### src/rtl/mult_div_pkg.sv
// Shared opcode and state definitions for the multiply/divide unit.
// Latency: none (declarations only).
// Backpressure: not applicable.
package mult_div_pkg;

   // Operation codes on OP; 110/111 are reserved and ignored.
   localparam logic [2:0] MD_MULT  = 3'b000;
   localparam logic [2:0] MD_MULTU = 3'b001;
   localparam logic [2:0] MD_DIV   = 3'b010;
   localparam logic [2:0] MD_DIVU  = 3'b011;
   localparam logic [2:0] MD_MTHI  = 3'b100;
   localparam logic [2:0] MD_MTLO  = 3'b101;

   // Sequencer states.
   typedef enum logic [1:0] {
      S_IDLE = 2'b00,
      S_ITER = 2'b01,
      S_FIX  = 2'b10,
      S_DONE = 2'b11
   } md_state_e;

endpackage

### src/rtl/mult_div.sv
// Iterative mult/multu/div/divu unit owning HI/LO; also executes mthi/mtlo.
// Latency: mult/div done in cycle after E33 (start at E0); mthi/mtlo/div-by-0 done in cycle after E0.
// Backpressure: start is ignored while busy or in DONE; the pipeline stalls on busy, outputs never wait.
module mult_div
   import mult_div_pkg::*;
#(
   parameter int WIDTH = 32,
   parameter int ITER  = WIDTH
) (
   input  logic             clock,
   input  logic             reset,
   input  logic             start,
   input  logic [2:0]       OP,
   input  logic [WIDTH-1:0] In1,
   input  logic [WIDTH-1:0] In2,
   output logic             busy,
   output logic             done,
   output logic             div_zero,
   output logic [WIDTH-1:0] hi,
   output logic [WIDTH-1:0] lo
);

   localparam int CW = $clog2(ITER + 1);
   localparam int DW = 2 * WIDTH;
   localparam logic [WIDTH-1:0] ONE_W = 1;
   localparam logic [DW-1:0]    ONE_D = 1;

   // Two's complement helpers.
   function automatic logic [WIDTH-1:0] neg_w(input logic [WIDTH-1:0] v);
      return ~v + ONE_W;
   endfunction

   function automatic logic [DW-1:0] neg_d(input logic [DW-1:0] v);
      return ~v + ONE_D;
   endfunction

   function automatic logic [WIDTH-1:0] mag_w(input logic [WIDTH-1:0] v, input logic sgn);
      return (sgn && v[WIDTH-1]) ? neg_w(v) : v;
   endfunction

   md_state_e        state_q, state_d;
   logic [WIDTH-1:0] hi_q, hi_d;
   logic [WIDTH-1:0] lo_q, lo_d;
   // acc holds {partial product} for mult, {remainder, quotient} for div.
   logic [DW-1:0]    acc_q, acc_d;
   // Multiplicand magnitude for mult, divisor magnitude for div.
   logic [WIDTH-1:0] opnd_q, opnd_d;
   logic [CW-1:0]    cnt_q, cnt_d;
   logic             is_div_q, is_div_d;
   logic             neg_q, neg_d_r;
   logic             rem_neg_q, rem_neg_d;
   logic             dz_q, dz_d;

   logic             sgn_op_c;
   logic             sign_xor_c;
   logic [WIDTH:0]   mul_sum_c;
   logic [DW-1:0]    mul_step_c;
   logic [WIDTH:0]   div_trial_c;
   logic [DW-1:0]    div_step_c;
   logic [DW-1:0]    prod_fix_c;

   assign sgn_op_c   = (OP == MD_MULT) || (OP == MD_DIV);
   assign sign_xor_c = In1[WIDTH-1] ^ In2[WIDTH-1];

   // Shift-add: add multiplicand into the upper half when the current multiplier bit is set.
   assign mul_sum_c  = {1'b0, acc_q[DW-1:WIDTH]} + {1'b0, opnd_q};
   assign mul_step_c = acc_q[0] ? {mul_sum_c, acc_q[WIDTH-1:1]} : {1'b0, acc_q[DW-1:1]};

   // Restoring division: trial-subtract the divisor from the shifted remainder (33 bits).
   assign div_trial_c = acc_q[DW-1:WIDTH-1] - {1'b0, opnd_q};
   assign div_step_c  = div_trial_c[WIDTH]
                      ? {acc_q[DW-2:0], 1'b0}
                      : {div_trial_c[WIDTH-1:0], acc_q[WIDTH-2:0], 1'b1};

   assign prod_fix_c = neg_q ? neg_d(acc_q) : acc_q;

   // Next-state and datapath updates for the sequencer.
   always_comb begin
      state_d   = state_q;
      hi_d      = hi_q;
      lo_d      = lo_q;
      acc_d     = acc_q;
      opnd_d    = opnd_q;
      cnt_d     = cnt_q;
      is_div_d  = is_div_q;
      neg_d_r   = neg_q;
      rem_neg_d = rem_neg_q;
      dz_d      = dz_q;

      case (state_q)
         S_IDLE: begin
            if (start) begin
               case (OP)
                  MD_MULT, MD_MULTU: begin
                     acc_d     = {{WIDTH{1'b0}}, mag_w(In2, sgn_op_c)};
                     opnd_d    = mag_w(In1, sgn_op_c);
                     neg_d_r   = sgn_op_c & sign_xor_c;
                     rem_neg_d = 1'b0;
                     is_div_d  = 1'b0;
                     cnt_d     = '0;
                     dz_d      = 1'b0;
                     state_d   = S_ITER;
                  end
                  MD_DIV, MD_DIVU: begin
                     if (In2 == '0) begin
                        // Divide by zero skips iteration and leaves HI/LO alone.
                        dz_d    = 1'b1;
                        state_d = S_DONE;
                     end else begin
                        acc_d     = {{WIDTH{1'b0}}, mag_w(In1, sgn_op_c)};
                        opnd_d    = mag_w(In2, sgn_op_c);
                        neg_d_r   = sgn_op_c & sign_xor_c;
                        rem_neg_d = sgn_op_c & In1[WIDTH-1];
                        is_div_d  = 1'b1;
                        cnt_d     = '0;
                        dz_d      = 1'b0;
                        state_d   = S_ITER;
                     end
                  end
                  MD_MTHI: begin
                     hi_d    = In1;
                     dz_d    = 1'b0;
                     state_d = S_DONE;
                  end
                  MD_MTLO: begin
                     lo_d    = In1;
                     dz_d    = 1'b0;
                     state_d = S_DONE;
                  end
                  default: begin
                  end
               endcase
            end
         end
         S_ITER: begin
            acc_d = is_div_q ? div_step_c : mul_step_c;
            cnt_d = cnt_q + CW'(1);
            if (cnt_q == CW'(ITER - 1)) begin
               state_d = S_FIX;
            end
         end
         S_FIX: begin
            if (is_div_q) begin
               lo_d = neg_q ? neg_w(acc_q[WIDTH-1:0]) : acc_q[WIDTH-1:0];
               hi_d = rem_neg_q ? neg_w(acc_q[DW-1:WIDTH]) : acc_q[DW-1:WIDTH];
            end else begin
               hi_d = prod_fix_c[DW-1:WIDTH];
               lo_d = prod_fix_c[WIDTH-1:0];
            end
            state_d = S_DONE;
         end
         S_DONE: begin
            state_d = S_IDLE;
         end
         default: begin
            state_d = S_IDLE;
         end
      endcase
   end

   // State register with synchronous reset that discards any in-flight operation.
   always_ff @(posedge clock) begin
      if (reset) begin
         state_q   <= S_IDLE;
         hi_q      <= '0;
         lo_q      <= '0;
         acc_q     <= '0;
         opnd_q    <= '0;
         cnt_q     <= '0;
         is_div_q  <= 1'b0;
         neg_q     <= 1'b0;
         rem_neg_q <= 1'b0;
         dz_q      <= 1'b0;
      end else begin
         state_q   <= state_d;
         hi_q      <= hi_d;
         lo_q      <= lo_d;
         acc_q     <= acc_d;
         opnd_q    <= opnd_d;
         cnt_q     <= cnt_d;
         is_div_q  <= is_div_d;
         neg_q     <= neg_d_r;
         rem_neg_q <= rem_neg_d;
         dz_q      <= dz_d;
      end
   end

   assign busy     = (state_q == S_ITER) || (state_q == S_FIX);
   assign done     = (state_q == S_DONE);
   assign div_zero = dz_q;
   assign hi       = hi_q;
   assign lo       = lo_q;

endmodule

### config.mk
export PLATFORM = sky130hd
export DESIGN_NAME = mult_div
export DESIGN_NICKNAME = d
export VERILOG_FILES = /design/src/rtl/mult_div_pkg.sv /design/src/rtl/mult_div.sv
export SDC_FILE = /design/constraint.sdc
export NUM_CORES = 1
export LEC_CHECK = 0
export CAP_MARGIN = 40
export CELL_PAD_IN_SITES_DETAIL_PLACEMENT = 0
export CELL_PAD_IN_SITES_GLOBAL_PLACEMENT = 2
export CORE_ASPECT_RATIO = 1.4
export CORE_MARGIN = 2
export CORE_UTILIZATION = 37
export CTS_CLUSTER_SIZE = 40
export DETAILED_ROUTE_END_ITERATION = 12
export GPL_TIMING_DRIVEN = 0
export HOLD_SLACK_MARGIN = 0.05
export PLACE_DENSITY = 0.9
export RECOVER_POWER = 25
export SYNTH_ARGS = -nofsm -noshare
export SYNTH_HDL_FRONTEND = slang
export SYNTH_SLANG_ARGS = --single-unit
### constraint.sdc
create_clock -name clock -period 7.4 [get_ports clock]
set_input_delay 1.11 -clock clock [delete_from_list [all_inputs] [get_ports clock]]
set_output_delay 1.11 -clock clock [all_outputs]
set_load 0.02 [all_outputs]
==> results of run 1 <==
-- worst paths after layout --
path                    end  slack (ps)
setup / recovery  acc_q[39]        2440
hold / removal       hi[15]         450
setup reg to reg  acc_q[39]        2440
hold reg to reg      hi[15]         450
-- cell type report --
cell class,count,area (sq um)
well taps,534,668.1
inverters,79,296.5
clock inverters,14,132.6
repair buffers,142,1404
fillers,4198,22520
plain buffers,135,529.3
multi-input cells,1653,10750
flip-flops and latches,172,3443
clock buffers,17,425.4
-- metrics by stage --
stage / utilization [%] / total power, mW / area (sq um)
floorplan: - / 2.370 / 15020
global placement: 42.45 / 3.075 / 17050
detailed placement: 42.56 / 3.097 / 17090
CTS: 43.95 / 4.004 / 17650
global route: 43.95 / 4.220 / 17650
finish: 43.95 / 4.043 / 17650
-- cell families after synthesis --
logic type                 synth area share [%]
muxes                                     6.022
DFF                                       22.92
xor gates and xnor gates                  9.737
adders and majority gates                 6.680
buffers and inverters                     5.497
AOI/OAI and AO/OA                         28.90
and+or+nand+nor                           20.24
-- power by group --
| part | total (mW) | internal (mW) | switching (mW) |
|---|---|---|---|
| Combinational | 1.94 | 0.668 | 1.28 |
| Sequential | 1.18 | 1.03 | 0.148 |
| Clock | 0.924 | 0.443 | 0.481 |
-- flip-flops by register name, summed over array words and instances, names as in the netlist, 2 cells and up --
register,cells
acc_q,64
hi,32
lo,32
opnd_q,32
cnt_q,6
state_q,2
-- critical path: cells and delay by family (launching register included) --
| kind | cells | cell delay (ps) |
|---|---|---|
| buf+inv | 3 | 960 |
| fa+ha+maj | 2 | 680 |
| compound gates | 5 | 1340 |
| flops | 1 | 450 |
| mux | 1 | 280 |
| simple gates | 3 | 1100 |
-- cell usage in the layout, fill, tap and decap left out, drive strengths merged, types with 10 or more instances in the layout --
cell type	n
a211oi	114
a21o	42
a21oi	197
a311oi	15
a31oi	22
and3	12
buf	24
clkbuf	134
clkdlybuf4s50	77
dfxtp	172
dlygate4sd3	59
ha	77
inv	86
mux2	27
mux2i	60
nand2	167
nand2b	16
nand3	26
nand4	12
nor2	271
nor2b	11
nor3	57
nor4	17
o211ai	38
o21a	12
o21ai	108
o221ai	20
o31ai	23
o41ai	10
or2	11
or3	17
or4	10
xnor2	83
xor2	84
-- per-layer routing --
metal / GRT usage [%] / vias to the layer above
li1: - / 7747
met1: 34.90 / 8012
met2: 60.66 / 679
met3: 3.845 / 232
met4: 24.54 / 0
met5: 0 / -
==> qor.yml, run 1 <==
setup_path:
  rr_worst_depth: 14
  path_max_fanout: 10
  crit_path_top_delay_cell: "nor2_1"
  arrival_ps: 5290
  crit_path_end_kind: "register"
  crit_chain: "inv_1 > ha_1 > fa_1 > nand2b_1 > a21oi_1 > o21ai_0 > a21oi_1 > o2111ai_1 > and3_1 > clkbuf_1 > nor2_1 > buf_2 > mux2i_1 > o221ai_1"
  critPathKind: "register to register"
  r2r_start: "acc_q[31]"
  crit_top_cell: "a21oi_1"
  cp_data_required_time_ps: 7730
  cp_slowest_stage_delay_ps: 660
  start_kind: "register"
  crit_start: "acc_q[31]"
clocking:
  cts_made_buffers: 17
  cts-resized-gates: 0
  cts_sinks: 172
  htree_levels: 4
  clock_path_buffers: 2
  root_buffer: "clkbuf_16"
  cts.hold.buffers_added: 0
  clk_pin_slew_ps: 80
  cts_tree: "yes"
  cts_setup_buffers: 0
  clock_latency_ps: 490
synth:
  yosysUniqueCellTypes: 81
  synthArstFlopShare_pct: 0
  synth.avg_cell_area_sq_um: 7.367
  synth_area_leaders: "dfxtp_1, nor2_1, a21oi_1, ha_1, a211oi_1"
  netlist_instances: 2039
  ys_seq_area_share_pct: 22.92
  synth.net_count: 2188
  synth_top_area_share_pct: 22.92
  synth_edf_count: 0
  netlist_area_sq_um: 15020
  yosys-top-cells-count: "nor2_1, a21oi_1, dfxtp_1"
  yosys.area.top_type: "dfxtp_1"
  ys_warn_count: 0
  synth_flop_cell: "dfxtp_1"
  yosysMostFrequentCell: "nor2_1"
  ys_seq_elements: 172
floorplanning:
  num_rows: 87
  chipHeight_um: 242.4
  core_area_sq_um: 40170
  start_util_pct: 37.40
  ios: 137
  design.die.area_sq_um: 42250
  die_w_um: 174.3
detailed_routing:
  wl_met2_um: 36400
  routed_wl_um: 71680
  met3_length_um: 3282
  wire_per_inst_um: 26.10
  first_iter_violations: 1184
  ant_nets: 0
  highest_layer: "met4"
  dr.pass1.iters: 6
  wl_met1_um: 25910
  drc: 0
  vias_per_cell: 6.071
  vias: 16670
power_and_ir_drop:
  power_density_nw_per_um2: 229.1
  p_leak_nw: 6.845
  ir_worst_vdd_v: 0.0001543
cells_and_area:
  final_cells: 2746
  area_delta_synth_final_pct: 17.51
  diodes: 0
  drive_above_1_share_pct: 4.476
  final_nets: 2349
sta:
  relSlewSlack_pct: 35.52
  timing.hold.ws_ps: 455.0
  drv_slew: 0
  hold_viol_final: 0
  worst_slack_ps: 2443
  grt_setup_unrepaired: "no"
  fin_worst_skew_ps: 18.81
  setup_viol: 0
  post-route-period-util_pct: 66.98
  fmax_ghz: 0.2017
  setup_tns_ps: 0
  worst_pin_slew_ps: 967.2
  layout_min_cycle_time_ps: 4957
place:
  place_hpwl_um: 58250
  post-place-ws_ps: 2384
  placed_cells_incl_taps: 2715
  port_buffers: 136
  gp_congestion: 0.9816
hold_path:
  hp-start: "hi[15]"
  holdCritPathClass: "register to register"
  min_path_cells: 1
run:
  drv_cap: 0
status:
  outcome: "finished clean"
global_route:
  grt_pass1_wl_um: 104800
  grt_pass1_vias: 16530
  overflow: 0
  grt.total_usage_pct: 33.27
  grt_start_max_net_pins: 18
  antenna_found_initial: 0
Note: power is estimated with default switching activity, not from simulation.
==> run 2: changes to the inputs <==
- CORE_UTILIZATION: 37 -> 31
- PLACE_DENSITY: 0.9 -> 0.81
- clock period: 7.4 -> 4 ns (I/O delays scaled with it)
==> qor.yml, run 2 (synthesis gave the netlist of run 1 again) <==
status:
  outcome: "finished clean"
cells_and_area:
  fin_util_pct: 37.49
  final_cells: 2848
  largest_register_ffs: 64
  final_nets: 2354
  diodes: 0
  largest-register: "acc_q"
  drive_above_1_share_pct: 5.546
  layout_commonest_cell: "nor2_1"
  area_delta_synth_final_pct: 19.54
  mostFrequentLayoutCells: "nor2_1, a21oi_1, dfxtp_1"
  n_fill_cell: 5190
setup_path:
  cp_data_required_time_ps: 4360
  r2r_start: "acc_q[34]"
  path_max_fanout: 8
  crit_path_end_kind: "register"
  arrival_ps: 4290
  critPathKind: "register to register"
  crit_start: "acc_q[34]"
  start_kind: "register"
floorplanning:
  design.die.area_sq_um: 50260
  die_w_um: 190.0
  num_rows: 95
  chipHeight_um: 264.5
  core_area_sq_um: 47900
  ios: 137
  start_util_pct: 31.36
detailed_routing:
  drc: 0
  vias: 16270
  routed_wl_um: 71900
  first_iter_violations: 1170
  dr.pass1.iters: 6
  ant_nets: 0
  wire_per_inst_um: 25.25
  vias_per_cell: 5.711
run:
  drv_cap: 0
global_route:
  grt_pass1_vias: 16320
  grt.total_usage_pct: 28.28
  grt_pass1_wl_um: 104700
  antenna_found_initial: 2
  grt_start_max_net_pins: 19
  overflow: 0
power_and_ir_drop:
  p_comb_share_pct: 48.3
  net-switching-power_mw: 3.537
  seqPwrFrac_pct: 28.6
  power_density_nw_per_um2: 421.7
  p_leak_nw: 6.911
  pwr-share-clk_pct: 23.1
  finalPower_mw: 7.572
  switching_share_pct: 46.71
  ir_worst_vdd_v: 0.0002522
  p_int_mw: 4.035
clocking:
  cts_tree: "yes"
  clk_pin_slew_ps: 80
  cts_sinks: 172
  root_buffer: "clkbuf_16"
  clock_latency_ps: 480
  cts_made_buffers: 17
  clock_path_buffers: 2
  htree_levels: 4
hold_path:
  holdCritPathClass: "register to register"
  hp-start: "hi[22]"
sta:
  grt_setup_unrepaired: "yes"
  layout_min_cycle_time_ps: 3926
  fin_worst_skew_ps: 15.49
  post-route-period-util_pct: 98.14
  drv_slew: 0
  setup_tns_ps: 0
  setup_viol: 0
  fmax_ghz: 0.2547
  worst_pin_slew_ps: 972.0
  hold_viol_final: 0
  relSlewSlack_pct: 34.76
place:
  placed_cells_incl_taps: 2811
  port_buffers: 136
  gp_congestion: 0.9604
  place_hpwl_um: 58630
## run 2: cell types whose count changed in the layout (fill, tap and decap cells not counted), sizes merged
cell,delta
clkinv,-1
clkinvlp,+1
buf,+6
clkdlybuf4s50,+1
dlygate4sd3,-1
## run 2: path summary, 6_finish.rpt
kind                            cells past startpoint  slack (ps)   endpoint
worst max-delay path                               10          70  acc_q[62]
worst max register to register                     10          70  acc_q[62]
worst min-delay path                                1         460     hi[22]
worst min register to register                      1         460     hi[22]
## run 2: power by group through the flow
stage / combinational, mW / clock, mW / sequential (mW)
final: 3.66 / 1.75 / 2.17
after CTS: 3.60 / 1.77 / 2.16
after detailed placement: 3.52 / 0 / 2.20
after global routing: 3.92 / 1.81 / 2.18
after floorplan: 2.24 / 0 / 2.14
after global placement: 3.50 / 0 / 2.19
## run 2: metrics by stage
stage	instance area (sq um)	setup slack [ps]	hold WS, ps
6_report	17960	74.50	460.4
2_1_floorplan	15020	777.0	448.6
3_3_place_gp	17170	-662.4	444.9
4_1_cts	17890	10.66	462.8
5_1_grt	17960	-28.41	482.8
3_5_place_dp	17230	-657.1	444.8
## run 2: repair_timing
item | CTS | global route
endpoints found under the setup margin | 41 | 48
hold buffers | 0 | 0
pin swaps | 2 | 2
buffers inserted | 3 | 3
resized for setup | 15 | 12
## run 2: cell type report
class,count,area (sq um),share of cell area [%]
clock buffers,18,439.2,2.446
flip-flops and latches,172,3446,19.19
clock inverters,14,146.4,0.8152
inverters,79,300.3,1.672
plain buffers,133,538.0,2.996
repair buffers,149,1469,8.180
well taps,630,788.3,4.390
multi-input cells,1653,10830,60.31
## run 2: critical path, stage by stage (launching register included)
cell and delay, ps:
dfxtp_1 590, ha_1 310, o211ai_1 150, o211ai_1 330, a311oi_1 320, o311a_1 500, o31ai_1 640, mux2_2 410
a211o_1 290, o21ai_0 150, a22oi_1 110
## run 2: routing by layer
| metal | up-vias | share of wire (%) | global-route usage [%] |
|---|---|---|---|
| li1 | 7748 | - | - |
| met1 | 7872 | 38 | 30.30 |
| met2 | 482 | 51 | 51.99 |
| met3 | 162 | 3.5 | 2.873 |
| met4 | 2 | 7.1 | 18.94 |
| met5 | - | 0.013 | 0 |
